--- src/rtl/pipe_hazard_ctrl.sv ---
// Hazard/stall/flush controller for the mini-MIPS pipeline: N-source forwarding,
// load-use interlock, watchdog-guarded multi-cycle EX op and branch flush.
// Optional stall counter enabled by defining PIPE_HAZARD_CTRL_PERF_EN.
module pipe_hazard_ctrl #(
  parameter int STAGES     = 5,
  parameter int REG_AW     = 5,
  parameter int NSRC       = 3,
  parameter int MC_MAX_LAT = 32,
  parameter int CNT_W      = 32
) (
  input  logic                       clk,
  input  logic                       rst,
  input  logic                       reg1_read,
  input  logic                       reg2_read,
  input  logic [REG_AW-1:0]          reg1_addr,
  input  logic [REG_AW-1:0]          reg2_addr,
  input  logic [NSRC-1:0]            fwd_we,
  input  logic [NSRC*REG_AW-1:0]     fwd_addr,
  input  logic                       ex_load,
  input  logic                       mc_start,
  input  logic                       mc_done,
  input  logic                       branch_taken,
  output logic [$clog2(NSRC+1)-1:0]  reg1_select,
  output logic [$clog2(NSRC+1)-1:0]  reg2_select,
  output logic [STAGES:0]            stall,
  output logic [STAGES:0]            flush,
  output logic                       mc_busy,
  output logic                       mc_timeout,
  output logic [CNT_W-1:0]           stall_cnt
);

  localparam int SEL_W = $clog2(NSRC + 1);
  localparam int WD_W  = (MC_MAX_LAT > 1) ? $clog2(MC_MAX_LAT) : 1;
  localparam logic [WD_W-1:0] WD_LAST = WD_W'(MC_MAX_LAT - 1);

  typedef enum logic {ST_IDLE, ST_BUSY} state_e;

  state_e          state_q, state_d;
  logic [WD_W-1:0] wd_q, wd_d;
  logic [SEL_W-1:0] sel1, sel2;
  logic            load_use;

  // Scan from the farthest source down so the nearest (lowest k) match wins.
  function automatic logic [SEL_W-1:0] fwd_sel(
    input logic                   rd,
    input logic [REG_AW-1:0]      addr,
    input logic [NSRC-1:0]        we,
    input logic [NSRC*REG_AW-1:0] faddr
  );
    logic [SEL_W-1:0] sel;
    sel = '0;
    if (rd && addr != '0) begin
      for (int k = NSRC - 1; k >= 0; k--) begin
        if (we[k] && faddr[k*REG_AW +: REG_AW] == addr) sel = SEL_W'(k + 1);
      end
    end
    return sel;
  endfunction

  assign sel1 = fwd_sel(reg1_read, reg1_addr, fwd_we, fwd_addr);
  assign sel2 = fwd_sel(reg2_read, reg2_addr, fwd_we, fwd_addr);

  assign load_use = ex_load && fwd_we[0] &&
                    ((reg1_read && reg1_addr != '0 && reg1_addr == fwd_addr[REG_AW-1:0]) ||
                     (reg2_read && reg2_addr != '0 && reg2_addr == fwd_addr[REG_AW-1:0]));

  // NOTE: state flops use non-blocking assignments so every register samples
  // the pre-edge values; blocking here would create order-dependent races.
  always_ff @(posedge clk) begin
    if (rst) begin
      state_q <= ST_IDLE;
      wd_q    <= '0;
    end else begin
      state_q <= state_d;
      wd_q    <= wd_d;
    end
  end

  // NOTE: every output of this block gets a default first, so no path leaves
  // a signal unassigned and no latch is inferred.
  always_comb begin
    state_d     = state_q;
    wd_d        = '0;
    stall       = '0;
    flush       = '0;
    mc_busy     = 1'b0;
    mc_timeout  = 1'b0;
    reg1_select = '0;
    reg2_select = '0;
    if (!rst) begin
      reg1_select = sel1;
      reg2_select = sel2;
      unique case (state_q)
        ST_IDLE: begin
          if (load_use) begin
            stall[2:0] = '1;
            flush[2]   = 1'b1;
          end else begin
            flush[1] = branch_taken;
            if (mc_start) state_d = ST_BUSY;
          end
        end
        ST_BUSY: begin
          // Holding EX covers ID too, so a taken branch waits for re-evaluation.
          mc_busy    = 1'b1;
          stall[3:0] = '1;
          flush[3]   = 1'b1;
          if (mc_done) begin
            state_d = ST_IDLE;
          end else if (wd_q == WD_LAST) begin
            mc_timeout = 1'b1;
            state_d    = ST_IDLE;
          end else begin
            wd_d = wd_q + 1'b1;
          end
        end
        default: state_d = ST_IDLE;
      endcase
    end
  end

`ifdef PIPE_HAZARD_CTRL_PERF_EN
  logic [CNT_W-1:0] cnt_q, cnt_d;

  always_comb begin
    cnt_d = cnt_q;
    if (stall[0] && cnt_q != '1) cnt_d = cnt_q + 1'b1;
  end

  always_ff @(posedge clk) begin
    if (rst) cnt_q <= '0;
    else     cnt_q <= cnt_d;
  end

  assign stall_cnt = cnt_q;
`else
  assign stall_cnt = '0;
`endif

endmodule

--- config.mk ---
export PLATFORM = sky130hd
export DESIGN_NAME = pipe_hazard_ctrl
export DESIGN_NICKNAME = d
export VERILOG_FILES = /design/src/rtl/pipe_hazard_ctrl.sv
export SDC_FILE = /design/constraint.sdc
export NUM_CORES = 1
export LEC_CHECK = 0
export ABC_AREA = 1
export CORE_AREA = 2 2 53 68
export CTS_CLUSTER_DIAMETER = 100
export DETAILED_ROUTE_END_ITERATION = 7
export DIE_AREA = 0 0 55 70
export GPL_ROUTABILITY_DRIVEN = 0
export PLACE_DENSITY = 0.87
export REMOVE_ABC_BUFFERS = 1
export SYNTH_ARGS = -nofsm -noshare
export SYNTH_HDL_FRONTEND = slang
export SYNTH_SLANG_ARGS = --single-unit
--- constraint.sdc ---
create_clock -name clk -period 2.42 [get_ports clk]
set_input_delay 0.242 -clock clk [delete_from_list [all_inputs] [get_ports clk]]
set_output_delay 0.242 -clock clk [all_outputs]
set_load 0.1 [all_outputs]
After elaboration in Yosys (flattened, before gate mapping)
Cells that the tools add are included.
Word-level totals
  output and inout port bits: 50
  input bits: 36
  register bits: 6
Operators by class
  add/subtract/negate cells: 1
  equal/unequal tests: 9
  multiplexer cells: 28
  reductions and logical operators: 16
  bitwise gates (word level): 1
Operators with widths (number)
  equality test 5 bit: 8
  two-way mux 2 bit: 11
  logical AND 1 bit: 12
  two-way mux 1 bit: 12
  nonzero test 5 bit: 2
  two-way mux 3 bit: 2
  one-hot mux 3 bit (2 select lines): 1
  adder 5 x 1 -> 5 bit, second input constant: 1
  equality test 5 bit, second input constant: 1
  two-way mux 4 bit: 1
  OR reduction 4 bit: 1
  one-hot mux 1 bit (2 select lines): 1
  logical OR 1 bit: 1
  NOT 1 bit: 1

Depth between registers and ports, before layout
  depth after elaboration: 8
  mapped depth: 10
  depth with buffers taken out: 10

Worst setup path after synthesis
No wires, ideal clock.
  path type: reg-to-output
  start point: register state_q
  end point: output mc_timeout
  arrival time: 2.687 ns
  required time: 2.178 ns
  cell stages (with the launch flop): 5
  setup slack: -0.509 ns
  cell sequence: dfxtp_1 > inv_1 > nor2_2 > nand2_1 > nor2_1
On the way
  word-level cells in the longest chain between the ends: 2
RTL lines
  from (decl): RTL line 38  | state_e state_q, state_d;
  from (signal assigned): RTL line 74  | state_q <= state_d;
  two-way mux 1 bit: RTL line 93  | unique case (state_q)
  two-way mux 1 bit: RTL line 90  | if (!rst) begin
  to (decl): RTL line 28  | output logic mc_timeout,
No other way between the ends.

Final worst setup path
  start point: input reg2_addr[4]
  end point: output stall[2]
On the way
  word-level cells in the longest chain between the ends: 8
RTL lines
  from (decl): RTL line 16  | input logic [REG_AW-1:0] reg2_addr,
  nonzero test 5 bit: RTL line 65  | (reg2_read && reg2_addr != '0 && reg2_addr == fwd_addr[REG_AW-1:0]));
  logical AND 1 bit: RTL line 65
  logical AND 1 bit (*): RTL line 65
  logical OR 1 bit (*): RTL line 64  | ((reg1_read && reg1_addr != '0 && reg1_addr == fwd_addr[REG_AW-1:0]) ||
  logical AND 1 bit (*): RTL line 63  | assign load_use = ex_load && fwd_we[0] &&
  two-way mux 3 bit (*): RTL line 95  | if (load_use) begin
  one-hot mux 3 bit (2 select lines) (*): RTL line 93
  two-way mux 4 bit (*): RTL line 90
  to (decl): RTL line 25  | output logic [STAGES:0] stall,
Every way passes the cells marked *; elsewhere a longest branch is shown, timed or not.

==> impl_metrics.toml <==
[global_routing]
antenna_found_initial = 0
grt_pass1_wl_um = 4174
track_usage_pct = 13.88
grt_max_degree = 7
grt.overflow.total = 0
grt_pass1_vias = 1123

[timing]
min_period_ns = 2.217
timing.fmax_mhz = 451.0
finClkSkew_ns = 0.007516
final-hold-violation-count = 0
rsz0062_at_grt = "no"
worst_slack_ns = 0.2026
setup_violations = 0
maxSlewViolCount = 0
fin_crit_sh_pct = 91.63

[critical_path]
critPathMaxStageDelay_ns = 0.62
timing.rr.start = "wd_q[0]"
required_ns = 2.18
end_kind = "output pin"
startpoint_type = "primary input"
cp_common_cell = "nand2_1"
worstSetupPathType = "primary input to output pin"
crit_path_top_delay_cell = "clkdlybuf4s50_1"
path_max_fanout = 5
path_cells = "clkdlybuf4s50_1, xnor2_1, nand2_1, nor2_1, nand2_1, nand2_2, nand2_4, o21ai_2, buf_12"
startpoint = "reg2_addr[4]"
critPathTopFamily = "buffers and inverters"
cp.arrival_ns = 1.98
crit_buf_inv = 2

[placement]
post_dp_cell_area_um2 = 1640
dp_hpwl_um = 2329
post-place-ws_ns = 0.2036
io_buffers = 48
placed_cells = 272

[floorplan]
fp-row-count = 24
start_util_pct = 34.70
die_h_um = 70
dieWidth_um = 55
fp.dieArea_um2 = 3850
core_um2 = 3303
io_pins = 86

[final_layout]
layout.nets = 276
fin_area_um2 = 1682
drive_above_1_share_pct = 12.29
area_delta_synth_final_pct = 46.72
stdcell_count = 275
num_antenna_cells = 0
nFillCells = 331

[detailed_routing]
firstDrtPassIters = 4
drc = 0
wl_per_cell_um = 9.811
drt_iter0_drc = 37
vias_per_cell = 4.371
vias = 1202
wirelength_um = 2698
ant_nets = 0

[logic_synthesis]
yosysMostFrequentCell = "buf_4"
synthTopCellsByArea = "buf_4 27%, nand2_1 11%, dfxtp_1 10%"
synth.distinct_cells = 24
netlist_top_cells_count = "41 x buf_4, 34 x nand2_1, 28 x inv_1, 19 x nor2_1, 10 x a21oi_1"
seq_area_frac_synth_pct = 10.48
syn_inst = 189
synth_top_cell_area_share_pct = 26.86
ys_ff_latch = 6
avgSynthCellArea_um2 = 6.064
yosysWarnings = 0
synthesis.area_um2 = 1146
ys_async_sr_fraction_pct = 0
synth-main-ff-cell = "dfxtp_1"
synth_edf_count = 0
yosys.area.top_type = "buf_4"

[cts]
cts_tree = "built"
cts.sinks = 6
ctsResizeCount = 0
clk_path_buf_depth = 2
h-tree-depth = 1
cts_buffers = 3
cts-root-buf = "clkbuf_8"
cts_hold_buffers = 0
clk_latency_ns = 0.23
cts_setup_buffers = 0
path_clk_slew_ns = 0.03

[power_and_ir_drop]
total_power_uw = 757.9
leakagePower_nw = 0.8082
max-vdd-ir-drop_uv = 307.3
power_density_nw_per_um2 = 450.7

[hold_path]
worstHoldStart = "wd_q[0]"
hold_class = "flip-flop to flip-flop"

[run_status]
run_status = "finished, final reports clean"

[flow_run]
max_cap_violations = 0
## final timing paths
kind | depth (start not counted) | end | slack, ns
max reg2reg | 8 | wd_q[3] | 1.00
max | 9 | stall[2] | 0.20
min reg2reg | 1 | wd_q[0] | 0.44
min | 1 | wd_q[0] | 0.44
## per-stage QoR
stage | setup TNS [ns] | hold WS (ns) | utilization (%)
final | 0 | 0.4439 | 50.91
after global routing | 0 | 0.4877 | 50.91
after CTS | 0 | 0.4482 | 50.91
after detailed placement | 0 | 0.4414 | 49.66
after global placement | 0 | 0.4287 | 49.66
after floorplan | -14.59 | 0.4176 | -
## cells in the final DEF (no fill, tap or decap), types with 4 or more instances in the layout
cell              n
a21oi_1          10
dfxtp_1           6
xnor2_1           9
xor2_1            4
o21ai_0           4
nand2_1          34
nor2_1           19
o22ai_1           4
conb_1           37
inv_1            28
buf_12           13
clkdlybuf4s50_1  35
nand3_1           8
## worst reg2reg max path: cells and delay by family (launching register included)
kind                     cells  cell delay [ns]
flip-flops                   1             0.31
AO/OA/AOI/OAI                2             0.27
adder cells (fa/ha/maj)      2             0.40
AND/OR/NAND/NOR              4             0.38
## flip-flops by register name, summed over array words and instances, names as in the netlist
signal,cells
wd_q,5
state_q,1
## power by group
part	switching (mW)	leakage (nW)	internal [mW]
combinational	0.387	0.738	0.114
clock	0.0464	0.0216	0.107
sequential	0.00136	0.0487	0.102
total	0.435	0.808	0.323
## kinds of logic after synthesis
logic type | Yosys count | synth area share, %
other | 1 | 0.3272
buffers and inverters | 71 | 36.68
AOI/OAI and AO/OA | 22 | 11.25
DFF | 6 | 10.48
adders and majority gates | 2 | 2.183
xor gates and xnor gates | 13 | 9.935
and+or+nand+nor | 74 | 29.15
## layout make-up
class                   count  area, um^2  share of cell area (%)
multi-input cells         148       740.7                   44.05
repair buffers             49       618.1                   36.76
flip-flops and latches      6       120.1                   7.143
inverters                  30       112.6                   6.696
well taps                  39       48.80                   2.902
clock buffers               3       41.29                   2.455
## per-layer routing
metal  part of all wire [%]  vias to the layer above  global-route usage [%]
met4                    1.3                        0                   6.775
li1                       -                      603                       -
met2                     52                       71                   25.40
met1                     36                      524                   14.34
met5                      0                        -                       0
met3                     11                        4                   1.923
(Power assumes the default switching activity.)
